**config.mk**
```make
export PLATFORM = sky130hd
export DESIGN_NAME = bt_rx_decoder
export DESIGN_NICKNAME = d
export VERILOG_FILES = /design/src/rtl/bt_rx_decoder.sv
export SDC_FILE = /design/constraint.sdc
export NUM_CORES = 1
export LEC_CHECK = 0
export CORE_MARGIN = 3
export CORE_UTILIZATION = 45
export CTS_CLUSTER_SIZE = 8
export DETAILED_ROUTE_END_ITERATION = 16
export HOLD_SLACK_MARGIN = 0.03
export SYNTH_ARGS = -nofsm -noshare
export SYNTH_HDL_FRONTEND = slang
export SYNTH_SLANG_ARGS = --single-unit
```
**constraint.sdc**
```tcl
create_clock -name CLOCK_10 -period 3.7 [get_ports CLOCK_10]
set_input_delay 0.74 -clock CLOCK_10 [delete_from_list [all_inputs] [get_ports CLOCK_10]]
set_output_delay 0.74 -clock CLOCK_10 [all_outputs]
set_load 0.03 [all_outputs]
```
**src/rtl/bt_rx_decoder.sv**
```systemverilog
`timescale 1ns/1ps
`default_nettype none
// ============================================================================
// Module   : bt_rx_decoder
// Purpose  : Receive-side 8N1 UART decoder for the Bluetooth module link.
//            Turns the BT_Rx line into bytes, recognises the pattern digits
//            '1'..'4' and the "OK\r" / "CONNECT\r" response lines, and
//            produces registered outputs and one-cycle strobes.
//            BIT_CYCLES must be even and >= 8.
// Revision : 1.0  initial release
// ============================================================================
module bt_rx_decoder #(
    parameter int BIT_CYCLES = 1000
) (
    input  logic       CLOCK_10,
    input  logic       reset,
    input  logic       BT_Rx,
    output logic [7:0] rx_data,
    output logic       rx_valid,
    output logic       frame_err,
    output logic [2:0] Pattern,
    output logic       pattern_stb,
    output logic       ok_stb,
    output logic       connect_stb
);

    // Baud counter runs 0..BIT_CYCLES-1, so ceil(log2(BIT_CYCLES)) bits suffice
    localparam int CNT_W = (BIT_CYCLES > 1) ? $clog2(BIT_CYCLES) : 1;

    // Terminal counts: a full bit period, and half a period for the start bit
    localparam logic [CNT_W-1:0] c_FULL = CNT_W'(BIT_CYCLES - 1);
    localparam logic [CNT_W-1:0] c_HALF = CNT_W'(BIT_CYCLES / 2 - 1);

    localparam logic [7:0] c_CR       = 8'h0D;
    localparam logic [7:0] c_DIGIT_LO = 8'h31;
    localparam logic [7:0] c_DIGIT_HI = 8'h34;

    localparam logic [1:0] c_OK_LEN   = 2'd2;
    localparam logic [2:0] c_CONN_LEN = 3'd7;

    typedef enum logic [2:0] {
        S_IDLE  = 3'd0,
        S_START = 3'd1,
        S_DATA  = 3'd2,
        S_STOP  = 3'd3,
        S_BREAK = 3'd4
    } state_t;

    // ------------------------------------------------------------------
    // Keyword character tables
    // ------------------------------------------------------------------
    function automatic logic [7:0] f_ok_char(input logic [1:0] idx);
        logic [7:0] ch;
        case (idx)
            2'd0:    ch = 8'h4F;   // 'O'
            2'd1:    ch = 8'h4B;   // 'K'
            default: ch = 8'h00;
        endcase
        return ch;
    endfunction

    function automatic logic [7:0] f_conn_char(input logic [2:0] idx);
        logic [7:0] ch;
        case (idx)
            3'd0:    ch = 8'h43;   // 'C'
            3'd1:    ch = 8'h4F;   // 'O'
            3'd2:    ch = 8'h4E;   // 'N'
            3'd3:    ch = 8'h4E;   // 'N'
            3'd4:    ch = 8'h45;   // 'E'
            3'd5:    ch = 8'h43;   // 'C'
            3'd6:    ch = 8'h54;   // 'T'
            default: ch = 8'h00;
        endcase
        return ch;
    endfunction

    // ------------------------------------------------------------------
    // Registers
    // ------------------------------------------------------------------
    logic             r_rx_meta;
    logic             r_rx_s;
    state_t           r_state;
    logic [CNT_W-1:0] r_baud_cnt;
    logic [2:0]       r_bit_cnt;
    logic [7:0]       r_shift;
    logic [1:0]       r_ok_idx;
    logic [2:0]       r_conn_idx;

    logic             w_baud_full;
    logic             w_baud_half;
    logic             w_is_digit;
    logic             w_ok_hit;
    logic [1:0]       w_ok_idx_nxt;
    logic             w_conn_hit;
    logic [2:0]       w_conn_idx_nxt;

    // Two-flop synchronizer for the asynchronous line; idles high
    always_ff @(posedge CLOCK_10) begin
        if (reset) begin
            r_rx_meta <= 1'b1;
            r_rx_s    <= 1'b1;
        end else begin
            r_rx_meta <= BT_Rx;
            r_rx_s    <= r_rx_meta;
        end
    end

    assign w_baud_full = (r_baud_cnt == c_FULL);
    assign w_baud_half = (r_baud_cnt == c_HALF);

    // Receiver FSM: start detect, mid-bit sampling, stop check, break wait
    always_ff @(posedge CLOCK_10) begin
        if (reset) begin
            r_state    <= S_IDLE;
            r_baud_cnt <= '0;
            r_bit_cnt  <= 3'd0;
            r_shift    <= 8'h00;
            rx_data    <= 8'h00;
            rx_valid   <= 1'b0;
            frame_err  <= 1'b0;
        end else begin
            rx_valid  <= 1'b0;
            frame_err <= 1'b0;
            case (r_state)
                S_IDLE: begin
                    r_baud_cnt <= '0;
                    r_bit_cnt  <= 3'd0;
                    if (!r_rx_s) begin
                        r_state <= S_START;
                    end
                end
                S_START: begin
                    if (w_baud_half) begin
                        r_baud_cnt <= '0;
                        // A high line at mid-start is a glitch, not a frame
                        r_state    <= r_rx_s ? S_IDLE : S_DATA;
                    end else begin
                        r_baud_cnt <= r_baud_cnt + 1'b1;
                    end
                end
                S_DATA: begin
                    if (w_baud_full) begin
                        r_baud_cnt <= '0;
                        r_shift    <= {r_rx_s, r_shift[7:1]};
                        if (r_bit_cnt == 3'd7) begin
                            r_bit_cnt <= 3'd0;
                            r_state   <= S_STOP;
                        end else begin
                            r_bit_cnt <= r_bit_cnt + 3'd1;
                        end
                    end else begin
                        r_baud_cnt <= r_baud_cnt + 1'b1;
                    end
                end
                S_STOP: begin
                    if (w_baud_full) begin
                        r_baud_cnt <= '0;
                        if (r_rx_s) begin
                            rx_data  <= r_shift;
                            rx_valid <= 1'b1;
                            r_state  <= S_IDLE;
                        end else begin
                            frame_err <= 1'b1;
                            r_state   <= S_BREAK;
                        end
                    end else begin
                        r_baud_cnt <= r_baud_cnt + 1'b1;
                    end
                end
                S_BREAK: begin
                    r_baud_cnt <= '0;
                    r_bit_cnt  <= 3'd0;
                    if (r_rx_s) begin
                        r_state <= S_IDLE;
                    end
                end
                default: begin
                    r_state    <= S_IDLE;
                    r_baud_cnt <= '0;
                    r_bit_cnt  <= 3'd0;
                end
            endcase
        end
    end

    // Next-index logic for both keyword matchers, evaluated on the new byte
    always_comb begin
        w_is_digit     = (rx_data >= c_DIGIT_LO) && (rx_data <= c_DIGIT_HI);

        w_ok_hit       = 1'b0;
        w_ok_idx_nxt   = r_ok_idx;
        if ((r_ok_idx == c_OK_LEN) && (rx_data == c_CR)) begin
            w_ok_hit     = 1'b1;
            w_ok_idx_nxt = 2'd0;
        end else if ((r_ok_idx < c_OK_LEN) && (rx_data == f_ok_char(r_ok_idx))) begin
            w_ok_idx_nxt = r_ok_idx + 2'd1;
        end else begin
            // Restart only on the first keyword character, no deeper overlap
            w_ok_idx_nxt = (rx_data == f_ok_char(2'd0)) ? 2'd1 : 2'd0;
        end

        w_conn_hit     = 1'b0;
        w_conn_idx_nxt = r_conn_idx;
        if ((r_conn_idx == c_CONN_LEN) && (rx_data == c_CR)) begin
            w_conn_hit     = 1'b1;
            w_conn_idx_nxt = 3'd0;
        end else if ((r_conn_idx < c_CONN_LEN) && (rx_data == f_conn_char(r_conn_idx))) begin
            w_conn_idx_nxt = r_conn_idx + 3'd1;
        end else begin
            w_conn_idx_nxt = (rx_data == f_conn_char(3'd0)) ? 3'd1 : 3'd0;
        end
    end

    // Byte interpretation: pattern select, keyword strobes, index update
    always_ff @(posedge CLOCK_10) begin
        if (reset) begin
            Pattern     <= 3'd0;
            pattern_stb <= 1'b0;
            ok_stb      <= 1'b0;
            connect_stb <= 1'b0;
            r_ok_idx    <= 2'd0;
            r_conn_idx  <= 3'd0;
        end else begin
            pattern_stb <= 1'b0;
            ok_stb      <= 1'b0;
            connect_stb <= 1'b0;
            if (frame_err) begin
                // A corrupted byte breaks any partially matched line
                r_ok_idx   <= 2'd0;
                r_conn_idx <= 3'd0;
            end else if (rx_valid) begin
                r_ok_idx    <= w_ok_idx_nxt;
                r_conn_idx  <= w_conn_idx_nxt;
                ok_stb      <= w_ok_hit;
                connect_stb <= w_conn_hit;
                if (w_is_digit) begin
                    // '1'..'4' map to 1..4 via the low three bits
                    Pattern     <= rx_data[2:0];
                    pattern_stb <= 1'b1;
                end
            end
        end
    end

endmodule
`default_nettype wire

```
==> flow_metrics.py, run 1 <==
metrics = {
    "timing": {
        "final.min_clock_period_ns": 2.396,
        "skew_ns": 0.007931,
        "timing.final.ws_setup_ns": 1.304,
        "rsz0062_at_grt": "no",
        "period_share": 0.6477,
        "fin_tns_setup_ns": 0,
        "hold_viol": 0,
        "finalSetupViolCount": 0,
        "worst_slew_pin_slew_ns": 0.6953,
        "slew_viol_final": 0,
        "max-slew-margin-rel": 0.5350,
        "fmax_mhz": 417.3,
    },
    "clocking": {
        "cts_resized": 0,
        "cts_buffer_depth": 2,
        "ctsHoldBuffers": 0,
        "cts_inserted_buffers": 5,
        "cts_sinks": 47,
        "cts_tree": "yes",
        "insertion_delay_ns": 0.30,
        "clk_pin_slew_ns": 0.09,
        "post_cts_buffers": 0,
        "htreeDepth": 2,
        "root_buffer": "clkbuf_8",
    },
    "power": {
        "power_density_nw_per_um2": 345.5,
        "finalPower_mw": 0.9212,
        "leakage_nw": 0.9658,
        "ir_drop_mv": 0.2048,
    },
    "yosys": {
        "netlist_instances": 247,
        "synth.yosys.seq_area_share": 0.3977,
        "synthArstFlopShare": 0,
        "synth_seq_cells": 47,
        "yosysWarnings": 0,
        "syn-cell-area_um2": 2366,
        "syn_avg_cell_area_um2": 9.579,
        "synth_edf_count": 0,
        "syn_nets": 262,
        "synth_cell_types": 61,
        "yosys_most_used_dff": "dfxtp_1",
    },
    "grt": {
        "grt_max_degree": 19,
        "grt_antenna_before_repair": 0,
        "grt_pass1_wl_um": 7369,
        "grtUsageTotal": 0.1467,
        "globalRouteOverflowTotal": 0,
        "grt_pass1_vias": 1582,
    },
    "layout": {
        "final_common_cell": "dfxtp_1",
        "utilization": 0.5429,
        "area_delta_synth_final_pct": 12.69,
        "final_cell_mix": "47 x dfxtp_1, 43 x nor2_1, 21 x mux2i_1",
        "num-fill-cells": 469,
        "diodes": 0,
        "finalNetCount": 275,
        "drive_gt1_frac": 0.09579,
    },
    "placement": {
        "dp_hpwl_um": 3039,
        "place.gp.congestion": 0.7684,
        "place_ws_ns": 1.357,
        "io_buffers": 18,
    },
    "die": {
        "die_width_um": 78.51,
        "row_count": 25,
        "die-area_um2": 6164,
        "io_pins": 19,
        "coreArea_um2": 4911,
        "die_h_um": 78.51,
        "initial_core_util": 0.4818,
    },
    "routing": {
        "first_iter_violations": 50,
        "routed_wl_um": 4200,
        "postRouteAntennaNets": 0,
        "met3_length_um": 110,
        "highest_layer": "met4",
        "drc": 0,
        "wl_met2_um": 1908,
        "wl_per_cell_um": 12.80,
        "vias_per_cell": 5.216,
        "drt-met1-wl_um": 2131,
        "dr.pass1.iters": 4,
        "vias": 1711,
    },
    "setup_path": {
        "rrSetupSlack_ns": 1.51,
        "worstPathBufferInverterCount": 1,
        "slowest_delay_ns": 0.76,
        "cp_data_required_time_ns": 2.96,
        "endpoint_kind": "output port",
        "path_max_fanout": 10,
        "timing.rr.start": "r_conn_idx[0]",
        "setup.worst_path.end": "rx_data[2]",
        "crit_slowest_cell": "clkdlybuf4s50_1",
        "crit_cells": 1,
        "r2r-end": "r_conn_idx[0]",
        "critical_path_class": "reg -> out",
        "crit_chain": "clkdlybuf4s50_1",
        "start_kind": "register",
        "crit_start": "rx_data[2]",
        "reg2reg_depth": 6,
        "critPathTopFamily": "buffers and inverters",
        "crit_arrival_ns": 1.66,
    },
    "run": {
        "max_cap_violations": 0,
    },
    "status": {
        "status": "complete, no violations",
    },
    "min_path": {
        "hold_path_class": "reg -> reg",
        "hold_depth": 1,
    },
}
area by class of cell:
cell class,instances,area (um2),area share
Tap cell,67,83.83,0.03144
Timing Repair Buffer,19,187.7,0.07039
Inverter,7,26.28,0.009855
Clock inverter,2,38.79,0.01455
Multi-Input combinational cell,180,1306,0.4899
Clock buffer,6,82.58,0.03097
Sequential cell,47,940.9,0.3529
how the worst min path moves through the flow:
| stage | start | end | slack (ns) |
|---|---|---|---|
| floorplan | r_rx_meta | r_rx_s | 0.39 |
| global placement | r_rx_meta | r_rx_s | 0.39 |
| detailed placement | r_rx_meta | r_rx_s | 0.39 |
| CTS | r_rx_meta | r_rx_s | 0.42 |
| global route | r_rx_meta | r_rx_s | 0.43 |
| finish | r_rx_meta | r_rx_s | 0.42 |
metrics by stage:
step | std cells | hold slack, ns | instance area (um2)
6_report | 328 | 0.4152 | 2666
3_5_place_dp | 320 | 0.3929 | 2545
5_1_grt | 328 | 0.4285 | 2666
4_1_cts | 328 | 0.4153 | 2666
2_1_floorplan | 247 | 0.3895 | 2366
3_3_place_gp | 320 | 0.3911 | 2545
logic make-up (layout without fill, tap and decap cells):
group | after synthesis | count (layout) | share of synthesized area
mux | 23 | 23 | 0.09994
simple gates | 108 | 108 | 0.2523
buf+inv | 20 | 34 | 0.05024
compound gates | 25 | 25 | 0.09202
flops | 47 | 47 | 0.3977
fa+ha+maj | 12 | 12 | 0.06346
xor+xnor | 12 | 12 | 0.04442
Yosys cell counts, types with 3 or more instances:
master / instances / area, um2
and2_1: 6 / 37.54
and3_1: 4 / 25.02
buf_2: 5 / 25.02
clkbuf_1: 3 / 11.26
dfxtp_1: 47 / 940.9
ha_1: 12 / 150.1
inv_1: 7 / 26.28
mux2i_1: 21 / 210.2
nand2_1: 7 / 26.28
nand3_1: 5 / 25.02
nand4_1: 8 / 50.05
nor2_1: 43 / 161.4
nor2b_1: 4 / 25.02
nor3_1: 7 / 35.03
o21ai_0: 3 / 15.01
or4_1: 3 / 22.52
xnor2_1: 5 / 43.79
xor2_1: 7 / 61.31
report_power, final:
part / internal (mW) / total, mW / switching [mW]
sequential: 0.507 / 0.510 / 0.00243
combinational: 0.00615 / 0.0158 / 0.00969
clock: 0.222 / 0.396 / 0.173
flip-flops by register name (all words and copies together), names as in the netlist:
| register | cells |
|---|---|
| r_conn_idx | 3 |
| r_rx_s | 1 |
| connect_stb | 1 |
| frame_err | 1 |
| pattern_stb | 1 |
| rx_data | 8 |
| Pattern | 3 |
| r_baud_cnt | 10 |
| r_state | 3 |
| rx_valid | 1 |
| r_rx_meta | 1 |
| r_shift | 8 |
| r_ok_idx | 2 |
| ok_stb | 1 |
| r_bit_cnt | 3 |
per-layer routing:
layer	vias to the layer above	global-route usage
met2	21	0.2394
li1	890	-
met1	795	0.1898
met4	0	0.05245
met3	5	0.03211
met5	-	0
Note: power is estimated with default switching activity, not from simulation.
==> run 2, diff against run 1 <==
--- a/config.mk
+++ b/config.mk
@@ -10,6 +10,7 @@
 export CTS_CLUSTER_SIZE = 8
 export DETAILED_ROUTE_END_ITERATION = 16
 export HOLD_SLACK_MARGIN = 0.03
+export PLACE_DENSITY = 0.67
 export SYNTH_ARGS = -nofsm -noshare
 export SYNTH_HDL_FRONTEND = slang
 export SYNTH_SLANG_ARGS = --single-unit
==> constraint.sdc (replaced) <==
create_clock -name CLOCK_10 -period 2.05 [get_ports CLOCK_10]
set_input_delay 0.41 -clock CLOCK_10 [delete_from_list [all_inputs] [get_ports CLOCK_10]]
set_output_delay 0.41 -clock CLOCK_10 [all_outputs]
set_load 0.03 [all_outputs]
==> run 2 against run 1 <==
- global-route usage is 0.78 points higher
- highest routed layer unchanged
- core utilization is 3.5 points higher
- sequential power is 80% higher
- total power is 61% higher
- worst setup slack worse by 1.2 ns
- first-iteration DRC count is 72% higher
- wire length is 6.2% higher
- clock power is 36% higher
- sequential share of layout area is 1.8 points lower
- sequential cell count stayed put
- critical endpoint is now r_ok_idx[0]
==> flow_metrics.py, run 2 (synthesis results as in run 1) <==
metrics = {
    "grt": {
        "met2_usage": 0.2564,
        "grt_antenna_before_repair": 0,
        "grt_busiest_layer": "met2",
        "met3_usage": 0.03555,
        "grt_pass1_wl_um": 7728,
        "grtUsageTotal": 0.1545,
        "globalRouteOverflowTotal": 0,
        "grt_pass1_vias": 1687,
        "use_met1": 0.1950,
        "grt_max_degree": 24,
    },
    "setup_path": {
        "start_kind": "register",
        "slowest_delay_ns": 0.53,
        "endpoint_kind": "register",
        "crit_slowest_cell": "or4_4",
        "path_max_fanout": 2,
        "critical_path_class": "reg -> reg",
        "critPathTopFamily": "simple AND/OR/NAND/NOR gates",
        "worstPathBufferInverterCount": 0,
        "cp_data_required_time_ns": 2.24,
        "crit_chain": "or4_4 > o21ai_2 > and4_1 > mux2_4 > a2111oi_4",
        "crit_arrival_ns": 2.18,
    },
    "layout": {
        "area_delta_synth_final_pct": 19.94,
        "diodes": 0,
        "top_regs": "r_baud_cnt: 10 flops, r_shift: 8 flops, rx_data: 8 flops",
        "drive_gt1_frac": 0.1971,
        "top_register": "r_baud_cnt",
        "finalNetCount": 293,
        "final_cell_area_um2": 2838,
        "largest_register_ffs": 10,
        "final_cell_mix": "43 x dfxtp_1, 43 x nor2_1, 21 x mux2i_1",
        "num-fill-cells": 451,
    },
    "timing": {
        "rsz0062_at_grt": "no",
        "period_share": 0.9712,
        "timing.final.ws_setup_ns": 0.05898,
        "skew_ns": 0.009456,
        "max-slew-margin-rel": 0.6850,
        "slew_viol_final": 0,
        "finalSetupViolCount": 0,
        "fmax_mhz": 502.3,
        "hold_viol": 0,
        "worst_slew_pin_slew_ns": 0.4715,
        "final.min_clock_period_ns": 1.991,
    },
    "clocking": {
        "cts_buffer_depth": 2,
        "root_buffer": "clkbuf_8",
        "cts_tree": "yes",
        "htreeDepth": 2,
        "cts_inserted_buffers": 5,
        "cts_sinks": 47,
        "insertion_delay_ns": 0.29,
        "clk_pin_slew_ns": 0.09,
    },
    "power": {
        "pwr-share-comb": 0.022,
        "leakage_nw": 1.048,
        "p_sw_mw": 0.3214,
        "clkPwrFrac": 0.362,
        "p_int_mw": 1.165,
        "power_density_nw_per_um2": 523.6,
        "finalPower_mw": 1.486,
        "ir_drop_mv": 0.3833,
        "pwr-share-seq": 0.617,
        "switching_share": 0.2163,
    },
    "die": {
        "io_pins": 19,
        "initial_core_util": 0.4818,
        "die_h_um": 78.51,
        "row_count": 25,
        "die-area_um2": 6164,
        "coreArea_um2": 4911,
        "die_width_um": 78.51,
    },
    "routing": {
        "wl_per_cell_um": 12.89,
        "vias": 1791,
        "postRouteAntennaNets": 0,
        "routed_wl_um": 4460,
        "vias_per_cell": 5.176,
        "first_iter_violations": 86,
        "dr.pass1.iters": 4,
        "drc": 0,
    },
    "placement": {
        "dp_hpwl_um": 3150,
        "dpl-instance-area_um2": 2681,
        "place.gp.congestion": 0.8049,
        "io_buffers": 18,
        "place_ws_ns": -0.06895,
    },
    "min_path": {
        "hold_path_class": "reg -> reg",
    },
    "status": {
        "status": "complete, no violations",
    },
    "run": {
        "max_cap_violations": 0,
    },
}
==> run 2: cell count changes in the layout (fill, tap and decap cells not counted), moves of 2 or more <==
cell     before  now
buf_4         1   19
ha_4          0    2
dfxtp_2       0    2
ha_1         12    8
dfxtp_1      47   43
dfxtp_4       0    2
or4_1         3    1
or4_4         1    3
ha_2          0    2
==> run 2: layout make-up <==
type / instances / area [um2] / area share
inverters: 7 / 26.28 / 0.009259
clock inverters: 2 / 12.51 / 0.004409
flip-flops and latches: 47 / 950.9 / 0.3351
multi-input cells: 180 / 1369 / 0.4824
clock buffers: 6 / 72.57 / 0.02557
repair buffers: 37 / 322.8 / 0.1138
well taps: 67 / 83.83 / 0.02954
==> run 2: metrics by stage <==
stage	utilization	TNS (ns)	cells	hold WS [ns]
after floorplan	-	0	247	0.3895
after global placement	0.5460	-0.02038	337	0.3927
after detailed placement	0.5460	-0.07247	337	0.3950
after CTS	0.5643	0	345	0.4166
after global routing	0.5778	0	346	0.4283
final	0.5778	0	346	0.4160
==> run 2: path summary, 6_finish.rpt <==
path / startpoint / to / slack (ns) / cells after the start
max reg2reg: rx_data[1] / r_ok_idx[0] / 0.06 / 5
min reg2reg: r_rx_meta / r_rx_s / 0.42 / 1
min: r_rx_meta / r_rx_s / 0.42 / 1
max: rx_data[1] / r_ok_idx[0] / 0.06 / 5
==> run 2: timing repair <==
action	CTS	global route
cloned	0	0
pin swaps	1	5
gates resized for setup	3	11
setup buffers	0	1
setup endpoints to repair	3	4
hold buffers	0	0
==> run 2: power by group through the flow <==
stage | registers, mW | clock network, mW | logic [mW]
after detailed placement | 0.940 | 0 | 0.0322
after global routing | 0.918 | 0.598 | 0.0358
after global placement | 0.940 | 0 | 0.0319
after floorplan | 0.938 | 0 | 0.0266
after CTS | 0.918 | 0.565 | 0.0322
final | 0.917 | 0.537 | 0.0320
==> run 2: metal layers <==
layer	part of all wire	up-vias
met5	0	-
met4	0.011	0
met3	0.035	4
met2	0.49	26
met1	0.46	837
li1	-	924
